File: src/rtl/hld_pkg.sv
// Shared types and helpers for the harmonic-lock detector.
package hld_pkg;

  localparam int STATE_W = 2;
  localparam int SAT_W   = 16;

  typedef enum logic [STATE_W-1:0] {
    IDLE  = 2'd0,
    ARMED = 2'd1,
    FIRE  = 2'd2,
    HOLD  = 2'd3
  } hld_state_e;

  // Increment that sticks at the all-ones value of a w-bit field (w <= SAT_W).
  function automatic logic [SAT_W-1:0] sat_inc(input logic [SAT_W-1:0] v, input int unsigned w);
    logic [SAT_W-1:0] max_v;
    max_v = SAT_W'((32'd1 << w) - 32'd1);
    if (v >= max_v) begin
      return max_v;
    end else begin
      return v + SAT_W'(1'b1);
    end
  endfunction

endpackage

File: src/rtl/hld_multi_if.sv
// Control/status bundle between the lock loop and the harmonic-lock detector.
interface hld_multi_if #(
  parameter int NCH      = 2,
  parameter int CNT_W    = 8,
  parameter int THRESH_W = 4
) ();
  logic                    en;
  logic                    div_m;
  logic                    sel;
  logic [NCH*CNT_W-1:0]    win_start;
  logic [NCH*CNT_W-1:0]    win_end;
  logic [THRESH_W-1:0]     thresh;
  logic                    mode;
  logic                    clr;
  logic                    reset_pd;
  logic [NCH-1:0]          hld_vec;
  logic                    busy;

  modport master (
    output en, div_m, sel, win_start, win_end, thresh, mode, clr,
    input  reset_pd, hld_vec, busy
  );

  modport slave (
    input  en, div_m, sel, win_start, win_end, thresh, mode, clr,
    output reset_pd, hld_vec, busy
  );
endinterface

File: src/rtl/hld_window_chan.sv
// One observation channel: window compare, per-period hit flag,
// consecutive-hit counter and lock flag.
module hld_window_chan
  import hld_pkg::*;
#(
  parameter int CNT_W    = 8,
  parameter int THRESH_W = 4
) (
  input  logic                clk,
  input  logic                rst,
  input  logic                clear,
  input  logic                eval,
  input  logic                div_m,
  input  logic                sel,
  input  logic                prd_valid,
  input  logic [CNT_W-1:0]    pcnt,
  input  logic [CNT_W-1:0]    win_start,
  input  logic [CNT_W-1:0]    win_end,
  input  logic [THRESH_W-1:0] thresh,
  output logic                hld
);

  logic                win_open_s;
  logic                hit_now_s;
  logic [THRESH_W-1:0] cnt_next_s;
  logic [THRESH_W-1:0] thr_s;
  logic                hit_r;
  logic [THRESH_W-1:0] cnt_r;
  logic                hld_r;

  // Window decode and next-count; the div_m cycle's own sample is folded into hit_now_s.
  always_comb begin
    win_open_s = prd_valid && (pcnt >= win_start) && (pcnt <= win_end);
    hit_now_s  = hit_r | (sel & win_open_s);
    if (hit_now_s) begin
      cnt_next_s = THRESH_W'(sat_inc(SAT_W'(cnt_r), THRESH_W));
    end else begin
      cnt_next_s = {THRESH_W{1'b0}};
    end
    if (thresh == {THRESH_W{1'b0}}) begin
      thr_s = THRESH_W'(1'b1);
    end else begin
      thr_s = thresh;
    end
  end

  // Hit, counter and lock-flag state; frozen whenever the FSM is not ARMED.
  always_ff @(posedge clk or posedge rst) begin
    if (rst) begin
      hit_r <= 1'b0;
      cnt_r <= {THRESH_W{1'b0}};
      hld_r <= 1'b0;
    end else if (clear) begin
      hit_r <= 1'b0;
      cnt_r <= {THRESH_W{1'b0}};
      hld_r <= 1'b0;
    end else if (eval && div_m) begin
      hit_r <= 1'b0;
      if (prd_valid) begin
        cnt_r <= cnt_next_s;
        hld_r <= hld_r | (cnt_next_s >= thr_s);
      end else begin
        cnt_r <= cnt_r;
        hld_r <= hld_r;
      end
    end else if (eval) begin
      hit_r <= hit_now_s;
    end else begin
      hit_r <= hit_r;
    end
  end

  assign hld = hld_r;

endmodule

File: src/rtl/hld_multi.sv
// Harmonic-lock detector top: period counter, channel array and the
// IDLE/ARMED/FIRE/HOLD sequencer that drives the phase-detector reset pulse.
module hld_multi
  import hld_pkg::*;
#(
  parameter int NCH       = 2,
  parameter int CNT_W     = 8,
  parameter int THRESH_W  = 4,
  parameter int PULSE_LEN = 4
) (
  input  logic       clk,
  input  logic       rst,
  hld_multi_if.slave bus
);

  localparam int PW = $clog2(PULSE_LEN + 1);

  hld_state_e     state_r;
  logic [CNT_W-1:0] pcnt_r;
  logic           prd_valid_r;
  logic [PW-1:0]  pulse_r;
  logic           reset_pd_r;
  logic           busy_r;
  logic [NCH-1:0] hld_vec_s;
  logic           rearm_s;
  logic           clear_s;
  logic           eval_s;
  logic           any_hld_s;

  // Auto-rearm fires on the last pulse cycle and wipes the channels like a clear.
  always_comb begin
    rearm_s   = (state_r == FIRE) && (pulse_r == PW'(1'b1)) && bus.mode;
    clear_s   = !bus.en || bus.clr || rearm_s;
    eval_s    = (state_r == ARMED);
    any_hld_s = |hld_vec_s;
  end

  // In-period phase counter; prd_valid marks that a period has been opened.
  always_ff @(posedge clk or posedge rst) begin
    if (rst) begin
      pcnt_r      <= {CNT_W{1'b0}};
      prd_valid_r <= 1'b0;
    end else if (!bus.en || bus.clr) begin
      pcnt_r      <= {CNT_W{1'b0}};
      prd_valid_r <= 1'b0;
    end else begin
      if (bus.div_m) begin
        pcnt_r <= {CNT_W{1'b0}};
      end else begin
        pcnt_r <= CNT_W'(sat_inc(SAT_W'(pcnt_r), CNT_W));
      end
      if (rearm_s) begin
        prd_valid_r <= 1'b0;
      end else if (bus.div_m) begin
        prd_valid_r <= 1'b1;
      end else begin
        prd_valid_r <= prd_valid_r;
      end
    end
  end

  for (genvar k = 0; k < NCH; k++) begin : g_chan
    hld_window_chan #(
      .CNT_W    (CNT_W),
      .THRESH_W (THRESH_W)
    ) u_chan (
      .clk       (clk),
      .rst       (rst),
      .clear     (clear_s),
      .eval      (eval_s),
      .div_m     (bus.div_m),
      .sel       (bus.sel),
      .prd_valid (prd_valid_r),
      .pcnt      (pcnt_r),
      .win_start (bus.win_start[k*CNT_W +: CNT_W]),
      .win_end   (bus.win_end[k*CNT_W +: CNT_W]),
      .thresh    (bus.thresh),
      .hld       (hld_vec_s[k])
    );
  end

  // Sequencer with registered pulse/busy outputs; en and clr override every state.
  always_ff @(posedge clk or posedge rst) begin
    if (rst) begin
      state_r    <= IDLE;
      pulse_r    <= {PW{1'b0}};
      reset_pd_r <= 1'b0;
      busy_r     <= 1'b0;
    end else if (!bus.en) begin
      state_r    <= IDLE;
      pulse_r    <= {PW{1'b0}};
      reset_pd_r <= 1'b0;
      busy_r     <= 1'b0;
    end else if (bus.clr) begin
      state_r    <= ARMED;
      pulse_r    <= {PW{1'b0}};
      reset_pd_r <= 1'b0;
      busy_r     <= 1'b0;
    end else begin
      case (state_r)
        IDLE: begin
          state_r <= ARMED;
        end
        ARMED: begin
          if (any_hld_s) begin
            state_r    <= FIRE;
            pulse_r    <= PW'(PULSE_LEN);
            reset_pd_r <= 1'b1;
            busy_r     <= 1'b1;
          end else begin
            state_r <= ARMED;
          end
        end
        FIRE: begin
          if (pulse_r == PW'(1'b1)) begin
            pulse_r    <= {PW{1'b0}};
            reset_pd_r <= 1'b0;
            if (bus.mode) begin
              state_r <= ARMED;
              busy_r  <= 1'b0;
            end else begin
              state_r <= HOLD;
              busy_r  <= 1'b1;
            end
          end else begin
            pulse_r <= pulse_r - PW'(1'b1);
          end
        end
        HOLD: begin
          state_r <= HOLD;
        end
        default: begin
          state_r    <= IDLE;
          pulse_r    <= {PW{1'b0}};
          reset_pd_r <= 1'b0;
          busy_r     <= 1'b0;
        end
      endcase
    end
  end

  assign bus.reset_pd = reset_pd_r;
  assign bus.busy     = busy_r;
  assign bus.hld_vec  = hld_vec_s;

endmodule

File: src/flat_wrapper.sv
// flat-port wrapper written by rule: the top's interface ports become plain ports
module hld_multi_flat import hld_pkg::*;
#(
  parameter int NCH       = 2,
  parameter int CNT_W     = 8,
  parameter int THRESH_W  = 4,
  parameter int PULSE_LEN = 4
)
  (clk, rst, bus_en, bus_div_m, bus_sel, bus_win_start, bus_win_end, bus_thresh, bus_mode, bus_clr, bus_reset_pd, bus_hld_vec, bus_busy);
  hld_multi_if #(.NCH(NCH), .CNT_W(CNT_W), .THRESH_W(THRESH_W)) bus_i ();
  input  logic clk;
  input  logic rst;
  input wire logic [$bits(bus_i.en)-1:0] bus_en;
  input wire logic [$bits(bus_i.div_m)-1:0] bus_div_m;
  input wire logic [$bits(bus_i.sel)-1:0] bus_sel;
  input wire logic [$bits(bus_i.win_start)-1:0] bus_win_start;
  input wire logic [$bits(bus_i.win_end)-1:0] bus_win_end;
  input wire logic [$bits(bus_i.thresh)-1:0] bus_thresh;
  input wire logic [$bits(bus_i.mode)-1:0] bus_mode;
  input wire logic [$bits(bus_i.clr)-1:0] bus_clr;
  output wire logic [$bits(bus_i.reset_pd)-1:0] bus_reset_pd;
  output wire logic [$bits(bus_i.hld_vec)-1:0] bus_hld_vec;
  output wire logic [$bits(bus_i.busy)-1:0] bus_busy;
  assign bus_i.en = bus_en;
  assign bus_i.div_m = bus_div_m;
  assign bus_i.sel = bus_sel;
  assign bus_i.win_start = bus_win_start;
  assign bus_i.win_end = bus_win_end;
  assign bus_i.thresh = bus_thresh;
  assign bus_i.mode = bus_mode;
  assign bus_i.clr = bus_clr;
  assign bus_reset_pd = bus_i.reset_pd;
  assign bus_hld_vec = bus_i.hld_vec;
  assign bus_busy = bus_i.busy;
  hld_multi #(.NCH(NCH), .CNT_W(CNT_W), .THRESH_W(THRESH_W), .PULSE_LEN(PULSE_LEN)) u_core (.clk(clk), .rst(rst), .bus(bus_i));
endmodule
File: config.mk
export PLATFORM = sky130hd
export DESIGN_NAME = hld_multi_flat
export DESIGN_NICKNAME = d
export VERILOG_FILES = /design/src/rtl/hld_pkg.sv /design/src/rtl/hld_multi_if.sv /design/src/rtl/hld_window_chan.sv /design/src/rtl/hld_multi.sv /design/src/flat_wrapper.sv
export SDC_FILE = /design/constraint.sdc
export NUM_CORES = 1
export LEC_CHECK = 0
export CAP_MARGIN = 15
export CORE_UTILIZATION = 48
export DETAILED_ROUTE_END_ITERATION = 16
export PLACE_DENSITY = 0.86
export SLEW_MARGIN = 30
export SYNTH_ARGS = -nofsm -noshare
export SYNTH_HDL_FRONTEND = slang
export SYNTH_SLANG_ARGS = --single-unit
File: constraint.sdc
create_clock -name clk -period 2.6 [get_ports clk]
set_input_delay 0.39 -clock clk [delete_from_list [all_inputs] [get_ports clk]]
set_output_delay 0.39 -clock clk [all_outputs]
set_load 0.005 [all_outputs]
* After elaboration in Yosys (flattened, before gate mapping)
Cells that the tools add are included.
Word-level totals: flip-flop bits (word level) 28, input bits 43, word-level logic and storage cells 108
Operators by class: add/sub/neg operators 4, magnitude comparators 9, equal/unequal tests 7, muxes and demuxes 50, bitwise gates (word level) 6, reductions and logical operators 20
Operator list (number):
- $mux W4 | 11
- $mux W8 | 3
- $mux W1 | 23
- $ge A8 B8 Y1 | 2
- $le A8 B8 Y1 | 2
- $mux W3 | 4
- $mux W2 | 5
- $add A4 B1 Y4 const B | 2
- $add A8 B1 Y8 const B | 1
- $ge A4 B4 Y1 | 2
- $ge A4 B4 Y1 const B | 2
- $ge A8 B8 Y1 const B | 1
- $pmux W2 S4 | 1
- $logic_and A1 B1 Y1 | 7
- $pmux W3 S2 | 1
- $reduce_bool A3 Y1 | 2
- $eq A2 B2 Y1 const B | 2
- $logic_not A4 Y1 | 1
- $ne A4 B1 Y1 const B | 1
- $ne A4 B3 Y1 const B | 1
- $ne A4 B4 Y1 const B | 1
- $or A1 B1 Y1 | 4
- $pmux W1 S2 | 2
- $reduce_and A2 Y1 | 2
- other kinds (10) | 13

* Logic depth before layout (Yosys ltp)
Gate-level depths: netlist of run 1.
word-level depth 11, mapped depth 14

* Hierarchy
From an unflattened synthesis of run 1, not the netlist that was laid out.
Second synthesis, totals: cells, all modules 313, area, all modules 2605.0 um^2
By module, submodules not included:
- hld_window_chan | instances 2, cells each 108, area each 858.3 um^2, sequential area each 150.1 um^2
- hld_multi | instances 1, cells each 97, area each 888.4 um^2, sequential area each 400.4 um^2

* Worst setup path after synthesis of run 1
OpenSTA, ideal clock, no wires.
path type flip-flop to flip-flop, from reg u_core.pcnt_r[3], to reg u_core.g_chan[0].u_chan.hld_r, library setup time 126 ps, arrival 2605 ps, required time 2474 ps, setup slack -131 ps, stages on the path, launching flop included 13, buffers on the path 0, cell sequence dfrtp_1 -> ha_1 -> nand4_2 -> o31a_1 -> a311oi_2 -> a21oi_1 -> a21o_1 -> ha_1 -> nand2b_1 -> a21oi_1 -> nor2b_1 -> o21ai_0 -> a21oi_1
On the way: word-level cells in the longest chain between the ends 11, elaborated cells between the ends (all ways) 12
RTL lines:
- start: declaration | line hld_multi.sv:19 | logic [CNT_W-1:0] pcnt_r;
- start signal: assignment | line hld_multi.sv:41 | pcnt_r <= {CNT_W{1'b0}};
- start signal: assignment | line hld_multi.sv:44 | pcnt_r <= {CNT_W{1'b0}};
- start signal: assignment | line hld_multi.sv:48 | pcnt_r <= {CNT_W{1'b0}};
- $ge A8 B8 Y1 | line hld_window_chan.sv:33 | win_open_s = prd_valid && (pcnt >= win_start) && (pcnt <= win_end);
- $logic_and A1 B1 Y1 | line hld_window_chan.sv:33
- $logic_and A1 B1 Y1 * | line hld_window_chan.sv:33
- $and A1 B1 Y1 * | line hld_window_chan.sv:34 | hit_now_s = hit_r | (sel & win_open_s);
- $or A1 B1 Y1 * | line hld_window_chan.sv:34
- $mux W4 * | line hld_window_chan.sv:35 | if (hit_now_s) begin
- $ge A4 B4 Y1 * | line hld_window_chan.sv:61 | hld_r <= hld_r | (cnt_next_s >= thr_s);
- $or A1 B1 Y1 * | line hld_window_chan.sv:61
- $mux W1 * | line hld_window_chan.sv:59 | if (prd_valid) begin
- $mux W1 * | line hld_window_chan.sv:57 | end else if (eval && div_m) begin
- $mux W1 * | line hld_window_chan.sv:53 | end else if (clear) begin
- end signal: assignment | line hld_window_chan.sv:61
- end signal: assignment | line hld_window_chan.sv:64 | hld_r <= hld_r;
- end: declaration | line hld_window_chan.sv:29 | logic hld_r;
Every way passes the cells marked *; elsewhere a longest branch is shown, timed or not. The select of a mux whose other input is x is not followed. A chain may end at the register's enable or synchronous reset.

* Worst setup path after layout of run 1
from reg u_core.pcnt_r[0], to reg u_core.g_chan[0].u_chan.hld_r
Same word-level chain as after synthesis.

==> metrics.csv, run 1 <==
stage,metric,value,unit
global_routing,initial antenna violation count,0,
clock_network,Worst-Skew Late Latency,0.28,ns
global_routing,vias in the first global route,2491,
setup_path,CP arrival,2.96,ns
clock_network,cts bufs inserted,3,
timing,final setup vio count,2,
setup_path,Worst setup EP type,register,
logic_synthesis,simple-gate share of the synthesized area,19.0,%
timing,setup_tns,-0.219,ns
setup_path,Reg-to-Reg End,u_core.g_chan[0].u_chan.hld,
pwr,Sequential Power Share,43.4,%
drt,Avg WL per Cell,16.2,µm
setup_path,FF-to-FF path depth,14,
clock_network,H-tree levels,1,
setup_path,Critical R2R Launch,u_core.pcnt_r[0],
timing,final worst slack,-0.185,ns
logic_synthesis,Post-Syn Area,0.00260,mm²
drt,met3 WL,363,µm
global_routing,GRT overflow,0,
setup_path,R2R Setup Slk,-0.18,ns
setup_path,data required time at the worst endpoint,2.77,ns
drt,DRC Markers,0,
logic_synthesis,most common flop cell mapped by yosys,dfrtp_1,
logic_synthesis,post-synthesis compound-gate area fraction,20.5,%
timing,Pins Over Slew Limit,0,
pwr,power per cell area,279,mW/mm²
logic_synthesis,number of synthesized flops with an enable pin,0,
cells_and_area,# diodes,0,
clock_network,# clock sinks,28,
timing,Worst Tran Pin Value,0.561,ns
drt,M1 WL,2970,µm
clock_network,TritonCTS clock tree,yes,
placement,Place WS,-0.525,ns
logic_synthesis,Synth Register Bits,28,
clock_network,Clock Path Buffers,2,
global_routing,largest net degree at the start of global routing,29,
floorplan,die height,75.7,µm
clock_network,CTS root buf,clkbuf_8,
pwr,Peak VDD IR,0.000308,V
logic_synthesis,synthesis warning total,0,
drt,Via density,5.73,
global_routing,first-pass GRT wire length,11300,µm
logic_synthesis,post-synthesis sequential area ratio,26.9,%
drt,Routed WL,7470,µm
cells_and_area,layout cell share with drive strength beyond 1,22.3,%
cells_and_area,filler instances,338,
placement,Placer Congestion,0.864,
logic_synthesis,main combinational cell family by area after synthesis,adder cells,
clock_network,hold-fix buffers at CTS,0,
logic_synthesis,Gate Count Post-Synth,316,
logic_synthesis,post-synthesis mux area share,0.768,%
logic_synthesis,ys async rst share,100,%
drt,met2 WL,3850,µm
clock_network,Worst-path clk slew,0.10,ns
timing,"Hold Vio Cnt, Final",0,
floorplan,die area,0.00573,mm²
pwr,share of total power in the clock network,33.9,%
setup_path,Critical Path Start Type,register,
timing,max_slew headroom,62.4,%
timing,min Tclk post-route,2.78,ns
setup_path,CP Class,reg2reg,
setup_path,crit-path max FO,4,
pwr,Net Sw Power,254,µW
pwr,cell-internal power,771,µW
global_routing,GRT Resource Usage Total,26.2,%
pwr,Logic pwr share,22.7,%
drt,max layer used,met4,
cells_and_area,Area Growth Syn to Fin,40.8,%
placement,DPL Wire Length,4840,µm
run,Max Cap Viol,0,
run_status,failing checks,setup timing,
cells_and_area,NumNets Final,483,
cells_and_area,register area,704,µm²
timing,Fin Hold WS,0.465,ns
pwr,switching part of the total,24.8,%
timing,final worst-path cycle share,107,%
timing,final worst clock skew,0.00366,ns
logic_synthesis,Post-Synth Adder-Cell Area,23.5,%
logic_synthesis,"Avg Cell Area, Syn",8.24,µm²
timing,FMAX,359,MHz
hold_path,Hold Path Class,in2async,
logic_synthesis,post-synthesis xor/xnor area fraction,1.01,%
pwr,leakage power,0.00172,µW
logic_synthesis,syn_nets,408,
drt,via count,2636,
logic_synthesis,Netlist cell types,42,
timing,unrepaired setup endpoints after global routing,true,
drt,remaining antenna violation count,0,
floorplan,row count,26,
floorplan,Initial Util,50.4,%
floorplan,core area,0.00517,mm²
floorplan,Die Span X,75.7,µm
cells_and_area,multi-input logic area,0.00194,mm²
placement,number of port buffers,46,
run_status,status,"finished, violations left",
drt,first drt pass iteration count,4,
floorplan,I/O pin count,47,
drt,drt initial violations,214,
-- logic make-up (layout without fill, tap and decap cells) --
logic type               Yosys count  count (layout)
AND/OR/NAND/NOR                   99              99
XOR/XNOR                           3               3
buffers and inverters             50             124
AO/OA/AOI/OAI                     85              85
flip-flops                        28              28
multiplexers                       2               2
adder cells (fa/ha/maj)           49              49
-- cell usage in the layout (no fill, tap or decap), types with 6 or more instances in the layout --
| cell type | count |
|---|---|
| a31oi_1 | 12 |
| nor3_1 | 9 |
| inv_1 | 34 |
| a21oi_2 | 6 |
| dfrtp_1 | 25 |
| ha_4 | 11 |
| buf_4 | 30 |
| nand3_1 | 12 |
| dlygate4sd2_1 | 11 |
| nor2b_1 | 6 |
| ha_1 | 38 |
| o21ai_0 | 9 |
| nor2_1 | 25 |
| clkdlybuf4s50_1 | 32 |
| a21oi_1 | 30 |
| nand2_1 | 19 |
| inv_2 | 8 |
-- critical path: stages (launching register included) --
cell      delay (ns)
dfrtp_1         0.42
inv_2           0.10
ha_1            0.23
nand2b_4        0.14
a211o_1         0.36
a21oi_2         0.25
o21ai_2         0.12
a21oi_2         0.19
a21o_1          0.11
ha_1            0.22
nand2b_4        0.14
a21oi_2         0.12
nor2b_1         0.06
o21ai_1         0.13
a21oi_1         0.08
-- power by group through the flow --
| stage | clock (µW) | sequential (µW) | combinational [µW] |
|---|---|---|---|
| 5_1_grt | 366 | 445 | 256 |
| 2_1_floorplan | 0 | 452 | 91.7 |
| 6_report | 347 | 445 | 233 |
| 3_3_place_gp | 0 | 452 | 181 |
| 3_5_place_dp | 0 | 453 | 187 |
| 4_1_cts | 346 | 444 | 213 |
-- repair_timing --
action	4_1_cts	5_1_grt
endpoints found under the hold margin	0	0
setup buffers	8	3
setup endpoints to repair	2	2
pin swaps	42	22
gates resized for setup	43	16
-- Yosys cell counts, types with 2 or more instances --
master | count | share of area [%]
o21a_1 | 2 | 0.58
a211o_1 | 2 | 0.67
ha_1 | 49 | 24
o31a_1 | 2 | 0.67
and3_1 | 3 | 0.72
buf_4 | 2 | 0.58
nor3b_1 | 2 | 0.58
xnor2_1 | 2 | 0.67
a21o_1 | 2 | 0.58
a31o_2 | 2 | 0.67
nand2_1 | 21 | 3.0
o211ai_1 | 2 | 0.58
a211oi_1 | 2 | 0.58
nor3_1 | 10 | 1.9
o21ai_0 | 14 | 2.7
inv_1 | 42 | 6.1
nand3_1 | 12 | 2.3
nand3b_1 | 2 | 0.58
a31oi_1 | 12 | 2.9
nor2b_1 | 6 | 1.4
nor2_1 | 26 | 3.7
o22ai_1 | 2 | 0.48
dfrtp_1 | 28 | 27
mux2i_1 | 2 | 0.77
a21oi_1 | 36 | 6.9
clkbuf_8 | 2 | 1.1
or2_2 | 2 | 0.48
nand2b_1 | 7 | 1.7
nand4_1 | 4 | 0.96
clkbuf_1 | 4 | 0.58
-- worst max-delay path by stage --
stage	slack, ns	from	to	cells past startpoint
global placement	-0.45	bus_win_start[8]	u_core.g_chan[1].u_chan.hld	14
global route	-0.28	u_core.pcnt_r[0]	u_core.g_chan[0].u_chan.hld	14
CTS	-0.06	u_core.pcnt_r[1]	u_core.g_chan[0].u_chan.hld	12
finish	-0.18	u_core.pcnt_r[0]	u_core.g_chan[0].u_chan.hld	14
detailed placement	-0.53	bus_win_start[0]	u_core.g_chan[0].u_chan.hld	14
floorplan	-0.02	u_core.pcnt_r[2]	u_core.g_chan[0].u_chan.hld	12
-- layout make-up --
| type | count | area share (%) |
|---|---|---|
| inverters | 42 | 4.30 |
| flip-flops and latches | 28 | 19.2 |
| repair buffers | 78 | 19.1 |
| clock inverters | 1 | 0.819 |
| well taps | 70 | 2.39 |
| multi-input cells | 238 | 53.0 |
| clock buffers | 3 | 1.13 |
-- flip-flops by register name, indices dropped and copies added (netlist names) --
signal,cells
u_core.pcnt_r,8
u_core.g_chan.u_chan.hit_r,2
u_core.g_chan.u_chan.hld,2
u_core.g_chan.u_chan.cnt_r,8
u_core.bus.busy,1
u_core.bus.reset_pd,1
u_core.prd_valid_r,1
u_core.pulse_r,3
u_core.state_r,2
-- metal layers --
metal  vias to the layer above  track usage [%]
met4                         0             10.9
li1                       1269                -
met1                      1233             30.8
met5                         -                0
met2                       108             48.7
met3                        26             2.38
-- through the flow --
step | instance area, µm² | util (%) | total power (µW) | cells
finish | 3670 | 70.9 | 1020 | 460
global route | 3670 | 70.9 | 1070 | 460
CTS | 3560 | 68.9 | 1000 | 458
detailed placement | 3290 | 63.6 | 640 | 447
global placement | 3290 | 63.6 | 633 | 447
floorplan | 2630 | - | 544 | 316
Power figures use the tool's default switching activity.
==> run 2, diff against run 1 <==
--- a/config.mk
+++ b/config.mk
@@ -6,9 +6,9 @@
 export NUM_CORES = 1
 export LEC_CHECK = 0
 export CAP_MARGIN = 15
-export CORE_UTILIZATION = 48
+export CORE_UTILIZATION = 58
 export DETAILED_ROUTE_END_ITERATION = 16
-export PLACE_DENSITY = 0.86
+export PLACE_DENSITY = 0.95
 export SLEW_MARGIN = 30
 export SYNTH_ARGS = -nofsm -noshare
 export SYNTH_HDL_FRONTEND = slang
==> constraint.sdc (replaced) <==
create_clock -name clk -period 3.4 [get_ports clk]
set_input_delay 0.51 -clock clk [delete_from_list [all_inputs] [get_ports clk]]
set_output_delay 0.51 -clock clk [all_outputs]
set_load 0.005 [all_outputs]
==> metrics.csv, run 2 (same netlist as run 1, synthesis figures left out) <==
stage,metric,value,unit
floorplan,row count,24,
drt,Via density,5.91,
timing,FMAX,325,MHz
clock_network,post-CTS setup buffer count,0,
cells_and_area,Final Cell Area,0.00315,mm²
placement,Placed Instance Area,0.00310,mm²
clock_network,# clock sinks,28,
cells_and_area,top flop regs,"u_core.g_chan.u_chan.cnt_r (8), u_core.pcnt_r (8), u_core.pulse_r (3)",
hold_path,Hold Path Class,reg2reg,
cells_and_area,Area Growth Syn to Fin,20.9,%
floorplan,die area,0.00476,mm²
pwr,power per cell area,217,mW/mm²
placement,DPL Wire Length,4560,µm
floorplan,die height,69.0,µm
pwr,share of total power in the clock network,30.0,%
drt,drt initial violations,113,
placement,Placer Congestion,0.909,
clock_network,TritonCTS clock tree,yes,
timing,"Hold Vio Cnt, Final",0,
setup_path,crit-path max FO,7,
timing,min Tclk post-route,3.08,ns
clock_network,Worst-Skew Late Latency,0.27,ns
setup_path,CP Class,in2reg,
floorplan,I/O pin count,47,
cells_and_area,filler instances,310,
cells_and_area,NumNets Final,454,
timing,final worst clock skew,0.00295,ns
cells_and_area,layout cell share with drive strength beyond 1,5.26,%
clock_network,Worst-path clk slew,0.09,ns
clock_network,Clock Path Buffers,2,
timing,max_slew headroom,60.9,%
timing,Pins Over Slew Limit,0,
global_routing,vias in the first global route,2377,
pwr,switching part of the total,24.7,%
drt,DRC Markers,0,
global_routing,first-pass GRT wire length,10300,µm
floorplan,Initial Util,60.2,%
pwr,leakage power,0.00151,µW
clock_network,H-tree levels,1,
timing,unrepaired setup endpoints after global routing,false,
timing,setup_tns,0,ns
timing,final setup vio count,0,
run_status,status,finished clean,
pwr,Sequential Power Share,49.7,%
pwr,Peak VDD IR,0.000165,V
setup_path,CP Cell Sequence,clkdlybuf4s50_1 -> ha_1 -> nand2b_1 -> a2111oi_0 -> o31a_1 -> o22ai_2 -> a21oi_4 -> a21o_1 -> ha_1 -> nand2b_1 -> a21oi_1 -> nor2b_1 -> o21ai_0 -> a21oi_1,
placement,number of port buffers,46,
setup_path,Critical R2R Launch,u_core.pcnt_r[0],
clock_network,CTS root buf,clkbuf_8,
global_routing,largest net degree at the start of global routing,29,
setup_path,peak per-stage delay on the critical path,0.40,ns
cells_and_area,most frequent cells in the layout,"49 x ha_1, 46 x clkdlybuf4s50_1, 41 x inv_1, 36 x a21oi_1, 28 x dfrtp_1",
hold_path,HP Start,u_core.pcnt_r[0],
pwr,Logic pwr share,20.3,%
drt,Routed WL,5980,µm
timing,final worst-path cycle share,90.6,%
run,Max Cap Viol,0,
setup_path,CP arrival,3.24,ns
cells_and_area,# diodes,0,
floorplan,Die Span X,69.0,µm
cells_and_area,"commonest non-fill, non-tap cell in the layout",ha_1,
global_routing,initial antenna violation count,0,
floorplan,core area,0.00432,mm²
pwr,Net Sw Power,169,µW
timing,Worst Tran Pin Value,0.586,ns
setup_path,data required time at the worst endpoint,3.56,ns
clock_network,Resized cells post-CTS,0,
clock_network,hold-fix buffers at CTS,0,
drt,via count,2439,
global_routing,GRT overflow,0,
drt,Avg WL per Cell,14.5,µm
clock_network,cts bufs inserted,3,
drt,remaining antenna violation count,0,
global_routing,GRT Resource Usage Total,25.9,%
setup_path,Worst setup EP type,register,
drt,first drt pass iteration count,4,
setup_path,critical path's slowest cell,clkdlybuf4s50_1,
setup_path,Critical Path Start Type,primary input,
setup_path,Crit. Startpoint,bus_win_start[8],
pwr,cell-internal power,515,µW
## run 2: changes by cell type in the layout (fill, tap and decap cells not counted), moves of 11 or more
cell / change
clkdlybuf4s50_1: +14
dlygate4sd2_1: -11
ha_4: -11
ha_1: +11
buf_4: -27
## run 2: final cells by class
type / instances / area (µm²) / area share, %
clock buffers: 4 / 55.1 / 1.75
multi-input cells: 238 / 1690 / 53.6
flip-flops and latches: 28 / 701 / 22.2
well taps: 52 / 65.1 / 2.07
repair buffers: 49 / 483 / 15.3
inverters: 42 / 158 / 5.00
## run 2: routing by layer
| metal | vias to the layer above | wire length, µm | track usage (%) |
|---|---|---|---|
| met5 | - | 0 | 0 |
| met4 | 0 | 73 | 8.16 |
| met3 | 8 | 350 | 3.22 |
| met2 | 93 | 3020 | 47.1 |
| met1 | 1132 | 2540 | 31.4 |
| li1 | 1206 | - | - |
## run 2: final timing paths
path,depth (start not counted),to,slack [ns]
max reg2reg,14,u_core.g_chan[1].u_chan.hld,0.42
min,1,u_core.pcnt_r[0],0.52
min in group asynchronous,2,u_core.bus.reset_pd,0.61
max in group asynchronous,2,u_core.g_chan[1].u_chan.cnt_r[0],2.40
min reg2reg,1,u_core.pcnt_r[0],0.52
max,14,u_core.g_chan[1].u_chan.hld,0.32
## run 2: power groups by stage
stage / sequential, µW / combinational, µW / clock (µW)
after global routing: 341 / 157 / 220
after floorplan: 346 / 68.9 / 0
after CTS: 340 / 139 / 206
final: 340 / 139 / 205
after global placement: 346 / 131 / 0
after detailed placement: 346 / 138 / 0
## run 2: critical path: cells and delay by family
kind	cells	cell delay [ns]
buffers and inverters	1	0.40
and+or+nand+nor	3	0.34
adders and majority gates	2	0.49
AOI/OAI and AO/OA	8	1.50
## run 2: metrics by stage
stage	hold WS, ns	util [%]	std cells	setup WS [ns]	power [µW]
detailed placement	0.502	71.6	409	0.00393	484
global placement	0.486	71.6	409	0.0964	477
finish	0.515	72.9	413	0.321	684
CTS	0.515	72.9	413	0.290	685
global route	0.546	72.9	413	0.115	717
floorplan	0.465	-	316	0.609	415
